===== src/rtl/tt_pattern_detect_pkg.sv =====
// Shared types and pin indices for the serial pattern detector.
// Optional build macro: DIN_SYNC_EN (input synchronizer).
package tt_pattern_detect_pkg;

  localparam int PAT_MAX = 8;
  localparam int CNT_W   = 5;
  localparam int LEN_W   = 4;

  localparam logic [LEN_W-1:0] FILL_MAX = LEN_W'(PAT_MAX);

  typedef enum logic [1:0] {
    IDLE,
    ARM,
    RUN
  } state_t;

  localparam int UI_DIN    = 0;
  localparam int UI_VALID  = 1;
  localparam int UI_CFG_WR = 2;
  localparam int UI_START  = 3;
  localparam int UI_STOP   = 4;
  localparam int UI_OVL    = 5;
  localparam int UI_SEL    = 6;

  localparam int UO_MATCH  = 0;
  localparam int UO_RUN    = 1;
  localparam int UO_SAT    = 2;
  localparam int UO_CNT    = 3;

  // Low len bits set; len is 1..8 so the 9-bit shift never overflows.
  function automatic logic [PAT_MAX-1:0] len_mask(
    input logic [LEN_W-1:0] len
  );
    return PAT_MAX'((9'd1 << len) - 9'd1);
  endfunction

endpackage


===== src/rtl/tt_um_pattern_detect_ctrl_if.sv =====
// Control/compare bundle between the sequencer and the match core.
// Optional build macro: DIN_SYNC_EN (input synchronizer).
interface tt_um_pattern_detect_ctrl_if;
  import tt_pattern_detect_pkg::*;

  logic               shift_en;
  logic               clear;
  logic               din;
  logic               overlap;
  logic [PAT_MAX-1:0] pattern;
  logic [LEN_W-1:0]   len;
  logic               hit;

  modport master (
    output shift_en, clear, din, overlap, pattern, len,
    input  hit
  );

  modport slave (
    input  shift_en, clear, din, overlap, pattern, len,
    output hit
  );

endinterface


===== src/rtl/pattern_match_core.sv =====
// Bit history, fill tracking and masked compare for the detector.
// Optional build macro: DIN_SYNC_EN (input synchronizer).
module pattern_match_core
  import tt_pattern_detect_pkg::*;
(
  input logic clk,
  input logic rst_n,
  tt_um_pattern_detect_ctrl_if.slave m
);

  logic [PAT_MAX-1:0] r_hist;
  logic [LEN_W-1:0]   r_fill;
  logic [PAT_MAX-1:0] w_window;
  logic [LEN_W-1:0]   w_fill_inc;
  logic               w_hit;

  always_comb begin
    w_window   = {r_hist[PAT_MAX-2:0], m.din};
    w_fill_inc = r_fill + 4'd1;
    w_hit      = m.shift_en
               && (w_fill_inc >= m.len)
               && (((w_window ^ m.pattern)
                    & len_mask(m.len)) == '0);
  end

  assign m.hit = w_hit;

  // Non-overlap mode restarts the fill so the next hit needs len new bits.
  always_ff @(posedge clk or negedge rst_n) begin
    if (!rst_n) begin
      r_hist <= '0;
      r_fill <= '0;
    end else if (m.clear) begin
      r_hist <= '0;
      r_fill <= '0;
    end else if (m.shift_en) begin
      r_hist <= w_window;
      if (w_hit && !m.overlap)
        r_fill <= '0;
      else if (w_fill_inc > FILL_MAX)
        r_fill <= FILL_MAX;
      else
        r_fill <= w_fill_inc;
    end
  end

endmodule


===== src/rtl/tt_um_pattern_detect_ctrl.sv =====
// Pattern detector top: sequencer, config, match counter, pin map.
// Optional build macro: DIN_SYNC_EN (2-flop sync on ui_in[6:0]).
module tt_um_pattern_detect_ctrl
  import tt_pattern_detect_pkg::*;
#(
  parameter logic [7:0] RST_PATTERN = 8'h07,
  parameter int         RST_LEN     = 3
) (
  input  logic       clk,
  input  logic       rst_n,
  input  logic       ena,
  input  logic [7:0] ui_in,
  input  logic [7:0] uio_in,
  output logic [7:0] uo_out,
  output logic [7:0] uio_out,
  output logic [7:0] uio_oe
);

  localparam logic [CNT_W-1:0] CNT_MAX = '1;

  logic [6:0]         w_ui;
  state_t             r_state;
  state_t             w_next;
  logic [PAT_MAX-1:0] r_pattern;
  logic [LEN_W-1:0]   r_len;
  logic [CNT_W-1:0]   r_cnt;
  logic               r_sat;
  logic               r_match;
  logic               w_running;
  logic               w_clear;
  logic               w_shift;
  logic               w_hit;
  logic               w_unused;

  assign w_unused = ui_in[7];

`ifdef DIN_SYNC_EN
  logic [6:0] r_sync1;
  logic [6:0] r_sync2;

  always_ff @(posedge clk or negedge rst_n) begin
    if (!rst_n) begin
      r_sync1 <= '0;
      r_sync2 <= '0;
    end else if (ena) begin
      r_sync1 <= ui_in[6:0];
      r_sync2 <= r_sync1;
    end
  end

  assign w_ui = r_sync2;
`else
  assign w_ui = ui_in[6:0];
`endif

  always_ff @(posedge clk or negedge rst_n) begin
    if (!rst_n)
      r_state <= IDLE;
    else if (ena)
      r_state <= w_next;
  end

  always_comb begin
    w_next = r_state;
    unique case (r_state)
      IDLE: if (w_ui[UI_START] && !w_ui[UI_STOP])
              w_next = ARM;
      ARM:  w_next = w_ui[UI_STOP] ? IDLE : RUN;
      RUN:  if (w_ui[UI_STOP])
              w_next = IDLE;
      default: w_next = IDLE;
    endcase
  end

  assign w_running = (r_state != IDLE);
  assign w_clear   = ena && (r_state == ARM);
  // A stop in the sampling cycle discards that bit.
  assign w_shift   = ena && (r_state == RUN)
                   && w_ui[UI_VALID] && !w_ui[UI_STOP];

  always_ff @(posedge clk or negedge rst_n) begin
    if (!rst_n) begin
      r_pattern <= RST_PATTERN;
      r_len     <= LEN_W'(RST_LEN);
    end else if (ena && r_state == IDLE
                 && w_ui[UI_CFG_WR]) begin
      if (w_ui[UI_SEL])
        r_len <= {1'b0, uio_in[2:0]} + 4'd1;
      else
        r_pattern <= uio_in;
    end
  end

  tt_um_pattern_detect_ctrl_if u_mif ();

  assign u_mif.shift_en = w_shift;
  assign u_mif.clear    = w_clear;
  assign u_mif.din      = w_ui[UI_DIN];
  assign u_mif.overlap  = w_ui[UI_OVL];
  assign u_mif.pattern  = r_pattern;
  assign u_mif.len      = r_len;
  assign w_hit          = u_mif.hit;

  pattern_match_core u_core (
    .clk   (clk),
    .rst_n (rst_n),
    .m     (u_mif)
  );

  always_ff @(posedge clk or negedge rst_n) begin
    if (!rst_n) begin
      r_match <= 1'b0;
      r_cnt   <= '0;
      r_sat   <= 1'b0;
    end else if (ena) begin
      r_match <= w_hit;
      if (w_clear) begin
        r_cnt <= '0;
        r_sat <= 1'b0;
      end else if (w_hit && r_cnt != CNT_MAX) begin
        r_cnt <= r_cnt + 1'b1;
        r_sat <= (r_cnt == CNT_MAX - 1'b1);
      end
    end
  end

  always_comb begin
    uo_out = '0;
    uo_out[UO_MATCH]             = r_match;
    uo_out[UO_RUN]               = w_running;
    uo_out[UO_SAT]               = r_sat;
    uo_out[UO_CNT +: CNT_W]      = r_cnt;
  end

  assign uio_out = '0;
  assign uio_oe  = '0;

endmodule


===== config.mk =====
export PLATFORM = sky130hd
export DESIGN_NAME = tt_um_pattern_detect_ctrl
export DESIGN_NICKNAME = d
export VERILOG_FILES = /design/src/rtl/tt_pattern_detect_pkg.sv /design/src/rtl/tt_um_pattern_detect_ctrl_if.sv /design/src/rtl/pattern_match_core.sv /design/src/rtl/tt_um_pattern_detect_ctrl.sv
export SDC_FILE = /design/constraint.sdc
export NUM_CORES = 1
export LEC_CHECK = 0
export CORE_MARGIN = 5
export CORE_UTILIZATION = 30
export DETAILED_ROUTE_END_ITERATION = 8
export PLACE_DENSITY_LB_ADDON = 0.2
export SETUP_SLACK_MARGIN = 0.2
export SLEW_MARGIN = 0
export SYNTH_ARGS = -nofsm -noshare
export SYNTH_HDL_FRONTEND = slang
export SYNTH_HIERARCHICAL = 1
export SYNTH_SLANG_ARGS = --single-unit

===== constraint.sdc =====
create_clock -name clk -period 3.2 [get_ports clk]
set_input_delay 0.8 -clock clk [delete_from_list [all_inputs] [get_ports clk]]
set_output_delay 0.8 -clock clk [all_outputs]
set_load 0.005 [all_outputs]

## Yosys cells after proc, flatten, opt, wreduce, memory -nomap -nowiden

Cells that the tools add are included.

- Flip-flop bits (word level): 32
- Bits of input ports: 19
- Output and inout port bits: 24
- Logic and storage cells: 60

- $add $sub $neg: 4
- Magnitude comparators: 2
- Equal/unequal tests: 6
- Shift operators: 1
- Mux-type cells: 14
- Bitwise gates (word level): 3
- Reductions and logical operators: 22

Operators with widths:

| cell | number |
|---|---|
| 2-to-1 mux 4 bit | 4 |
| 2-to-1 mux 7 bit | 2 |
| logical AND 1 bit | 11 |
| 2-to-1 mux 5 bit | 2 |
| AND 8 bit | 1 |
| zero test 8 bit | 1 |
| << shifter 1 x 4 -> 8 bit, first input constant | 1 |
| subtractor 8 x 1 -> 8 bit, second input constant | 1 |
| XOR 8 bit | 1 |
| 2-to-1 mux 2 bit | 3 |
| case mux 2 bit (3 select lines) | 1 |
| AND reduction 2 bit | 3 |
| nonzero test 2 bit | 3 |
| adder 5 x 1 -> 5 bit, second input constant | 1 |
| equality test 5 bit, second input constant | 1 |
| != test 5 bit, second input constant | 1 |
| adder 3 x 1 -> 4 bit, second input constant | 1 |
| adder 4 x 1 -> 4 bit, second input constant | 1 |
| >= comparator 4 bit | 1 |
| greater-than comparator 4 bit, second input constant | 1 |
| != test 2 bit, second input constant | 2 |
| AND reduction 3 bit | 1 |
| equality test 2 x 1 -> 1 bit, second input constant | 1 |
| equality test 2 bit, second input constant | 1 |
| 4 further kinds | 6 |

## Longest topological paths before layout

- Depth after elaboration: 10
- Mapped depth: 12
- Gate-level depth less buffers: 11

## By module

The synthesis kept the hierarchy.

Modules (own cells, without submodules):

| module | times used | cells each | area an instance (um^2) | seq. area each (um^2) |
|---|---|---|---|---|
| tt_um_pattern_detect_ctrl | 1 | 97 | 1182.4 | 531.8 |
| pattern_match_core | 1 | 94 | 908.4 | 275.3 |

## Worst setup path after synthesis

OpenSTA, ideal clock, no wires.

- Path kind: register to register
- From: register r_len[2]
- To: register r_cnt[3]
- Data arrival time: 2.744 ns
- Data required time: 3.122 ns
- Path slack: 0.379 ns
- Cell stages (with the launch flop): 11
- Path buffers: 1
- Period minus slack after synthesis: 2.821 ns
- Cell sequence: dfrtp_1 buf_6 or4_4 ha_1 mux2i_1 o21ai_0 a2111oi_4 and2_1 nand3b_2 or3_1 a21oi_1

- Word-level cells in the longest chain between the ends: 8
- Elaborated cells on any way between the ends: 10

RTL lines:

| item | line | source |
|---|---|---|
| start: declaration | tt_um_pattern_detect_ctrl.sv:25 | `logic [LEN_W-1:0] r_len;` |
| start signal: assignment | tt_um_pattern_detect_ctrl.sv:84 | `r_len <= LEN_W'(RST_LEN);` |
| start signal: assignment | tt_um_pattern_detect_ctrl.sv:88 | `r_len <= {1'b0, uio_in[2:0]} + 4'd1;` |
| << shifter 1 x 4 -> 8 bit | tt_pattern_detect_pkg.sv:34 | `return PAT_MAX'((9'd1 << len) - 9'd1);` |
| subtractor 8 x 1 -> 8 bit | tt_pattern_detect_pkg.sv:34 |  |
| AND 8 bit | pattern_match_core.sv:23 | `& len_mask(m.len)) == '0);` |
| zero test 8 bit | pattern_match_core.sv:22 | `&& (((w_window ^ m.pattern)` |
| logical AND 1 bit (*) | pattern_match_core.sv:22 |  |
| net u_mif.hit | tt_um_pattern_detect_ctrl_if.sv:12 | `logic hit;` |
| logical AND 1 bit (*) | tt_um_pattern_detect_ctrl.sv:120 | `end else if (w_hit && r_cnt != CNT_MAX) begin` |
| nonzero test 2 bit (no source line) (*) | - |  |
| AND reduction 2 bit (no source line) (*) | - |  |
| end signal: assignment | tt_um_pattern_detect_ctrl.sv:121 | `r_cnt <= r_cnt + 1'b1;` |
| end: declaration | tt_um_pattern_detect_ctrl.sv:26 | `logic [CNT_W-1:0] r_cnt;` |

The timed path passes the listed nets; every way through them passes the cells marked *.
A chain may end at the register's enable or synchronous reset.

## Worst setup path after layout

Same ends and word-level chain as after synthesis.

==> results.yml <==
power:
  peakVddDrop_uv: 262
  internal-power_mw: 0.930
  netSwitchingFraction_pct: 30.5
  p_leak_nw: 1.16
  switchingPower_mw: 0.408
  pwr-share-seq_pct: 40.9
  pwr-share-clk_pct: 28.7
  power_frac_comb_pct: 30.4
  power_density_nw_per_um2: 531
finish:
  drive_gt1_share_pct: 21.0
  fin_area_um2: 2520
  area_growth_pct: 20.5
  diodes: 0
  regArea_um2: 807
  final_nets: 253
  stdcell_count: 320
  fillers: 683
  multi_input_area_um2: 1130
placement:
  dp_hpwl_um: 3030
  place_inst: 310
  dp_slack_ns: 0.0449
  post_dp_cell_area_um2: 2390
  place_congestion: 0.740
  port_buffers: 25
floorplan:
  num_rows: 30
  die_area_um2: 8740
  die_x_um: 93.5
  fp.coreArea_um2: 6790
  start_util_pct: 30.8
  fp.dieH_um: 93.5
  ios: 43
flow_run:
  drv_cap: 0
cts:
  clockBufferDepth: 2
  cts_made_buffers: 5
  cts_tree: "built"
  clk_latency_ns: 0.28
  clkSinkCount: 32
  clockRootBuffer: "clkbuf_8"
  h-tree-depth: 2
  clk_pin_slew_ns: 0.07
global_route:
  grt_overflow: 0
  grt_pass1_vias: 1402
  grt_util_all_layers_pct: 10.1
  antenna_found_initial: 0
  grt_max_degree: 33
  grt_pass1_wl_um: 6920
detailed_routing:
  wirelength_um: 4050
  vias: 1400
  vias_per_cell: 4.38
  drc: 0
  met2_length_um: 1750
  wl_met3_um: 261
  wire_per_inst_um: 12.6
  dr.pass1.iters: 3
  first_iter_violations: 51
  top_layer: "met4"
  antenna_left: 0
  route.layer.met1.wl_um: 2000
critical_path:
  path_buf_inv: 0
  path_cells: "or4_4, ha_1, mux2i_1, o21ai_1, a2111oi_4, and2_4, nand3b_4, or3_1, a21oi_1"
  worst-path-max-fanout: 7
  slowest_stage: "or4_4"
  crit_path_end_kind: "register"
  critPathKind: "reg -> reg"
  max_stage_delay_ns: 0.55
  arrival_ns: 3.02
  crit_start: "r_len[2]$_DFFE_PN0P_"
  r2r_slack_ns: 0.39
  cp_top_family: "simple AND/OR/NAND/NOR gates"
  reg2reg_to: "r_cnt[3]$_DFFE_PN0P_"
  timing.rr.start: "r_len[2]$_DFFE_PN0P_"
  r2r_cells: 9
  crit_required_ns: 3.41
  start_kind: "register"
logic_synthesis:
  yosysSeqAreaShare_pct: 38.6
  synth.distinct_cells: 48
  synthFlopType: "dfrtp_1"
  synthArstFlopShare_pct: 100
  syn_avg_cell_area_um2: 10.9
  synth_warnings: 6
  synth-edff-count: 0
  synth_area_um2: 2090
  ys_ff_latch: 32
  synth_cells: 191
sta:
  setup_viol: 0
  fmax_ghz: 0.355
  slew_viol_final: 0
  rsz0062_at_grt: "false"
  setup-tns-final_ns: 0
  skew_ns: 0.00475
  hold_violations: 0
  layout_setup_ws_ns: 0.385
  min_period_over_period_pct: 88.0
  fin_crit_ns: 2.81
min_path:
  hold_class: "reg -> reg"
  hold_path_depth: 2
  min_from: "r_sat$_DFFE_PN0P_"
  whs_endpoint: "r_sat$_DFFE_PN0P_"
run_status:
  status: "completed"
[cells in the mapped netlist (2+ instances only)]
cell type / count / area, um^2
dfstp_2: 5 / 131
dfrtp_1: 27 / 676
mux2i_1: 11 / 110
nand3_1: 4 / 20.0
and3_1: 2 / 12.5
buf_4: 20 / 150
or2_2: 2 / 12.5
mux2_2: 5 / 56.3
nor2_1: 15 / 56.3
and2_1: 2 / 12.5
inv_1: 10 / 37.5
a41o_1: 2 / 20.0
o21ai_1: 2 / 10.0
xnor2_1: 9 / 78.8
mux2_4: 8 / 120
nor3b_1: 4 / 30.0
nand2_1: 4 / 15.0
or3_1: 2 / 12.5
o21ai_0: 9 / 45.0
nor3_1: 2 / 10.0
clkbuf_1: 2 / 7.51
xor2_1: 5 / 43.8
a21oi_1: 4 / 20.0
ha_1: 11 / 138
[worst max path at each step]
stage                           end  cells past startpoint  slack, ns
2_1_floorplan  r_cnt[3]$_DFFE_PN0P_                     10       0.38
3_3_place_gp   r_cnt[3]$_DFFE_PN0P_                      9       0.08
3_5_place_dp   r_cnt[3]$_DFFE_PN0P_                      9       0.04
4_1_cts        r_cnt[3]$_DFFE_PN0P_                      9       0.23
5_1_grt        r_cnt[3]$_DFFE_PN0P_                      9       0.21
6_report       r_cnt[3]$_DFFE_PN0P_                      9       0.39
[cells in the final DEF, fill, tap and decap left out, types with 2 or more instances in the layout]
cell type,synthesis,final
and3_1,2,2
mux2_4,8,8
a41o_1,2,2
or2_2,2,2
xnor2_1,9,9
nor3b_1,4,4
nand3_1,4,4
mux2_2,5,5
a21oi_1,4,4
or3_1,2,2
xor2_1,5,5
nand2_1,4,4
conb_1,1,16
mux2i_1,11,11
dfstp_2,5,5
o21ai_0,9,8
nor2_1,15,15
o21ai_1,2,3
clkdlybuf4s50_1,0,25
inv_1,10,10
buf_4,20,9
ha_1,11,11
clkbuf_8,0,5
dfrtp_1,27,27
[metal layers]
metal  GRT usage [%]  up-vias
met2            15.5       39
met4            3.30        0
met1            13.3      660
met3            3.14        4
li1                -      697
met5               0        -
[power groups by stage]
stage	logic (mW)	registers, mW	clock network (mW)
after floorplan	0.329	0.535	0
after global placement	0.405	0.555	0
after detailed placement	0.409	0.554	0
after CTS	0.409	0.547	0.396
after global routing	0.455	0.557	0.417
final	0.407	0.547	0.384
[timing repair]
action / 4_1_cts / 5_1_grt
endpoints found under the setup margin: 1 / 4
buffers inserted: 1 / 1
hold buffers: 0 / 0
gates resized for setup: 1 / 2
pin swaps: 1 / 1
[cell type report]
type	count	share of cell area (%)
Multi-Input combinational cell	140	44.8
Sequential cell	32	32.0
Timing Repair Buffer	34	12.6
Tap cell	96	4.77
Clock buffer	6	2.88
Inverter	10	1.49
Clock inverter	2	1.39
[stage by stage]
step	util [%]	hold slack [ns]	total power [mW]
after global routing	37.1	0.557	1.43
after floorplan	-	0.482	0.863
after global placement	35.1	0.511	0.959
after CTS	36.9	0.528	1.35
after detailed placement	35.1	0.518	0.963
final	37.1	0.518	1.34
[sequential cells by signal (all words and copies together), names as in the netlist]
register and count:
r_pattern 8, r_cnt 5, r_state 2, r_len 4, u_core/r_hist 7, u_core/r_fill 4
r_sat 1, r_match 1
[cells by family after synthesis]
| logic type | synth area share (%) |
|---|---|
| mux | 13.7 |
| simple gates | 14.8 |
| other cells | 0.179 |
| buf+inv | 10.8 |
| fa+ha+maj | 6.58 |
| flops | 38.6 |
| compound gates | 9.46 |
| xor+xnor | 5.86 |
[tightest hold or removal path: stages, from the launching register on]
cell and delay [ns]:
dfrtp_1 0.38, nand2_1 0.06, a21oi_1 0.05
(Power assumes the default switching activity.)
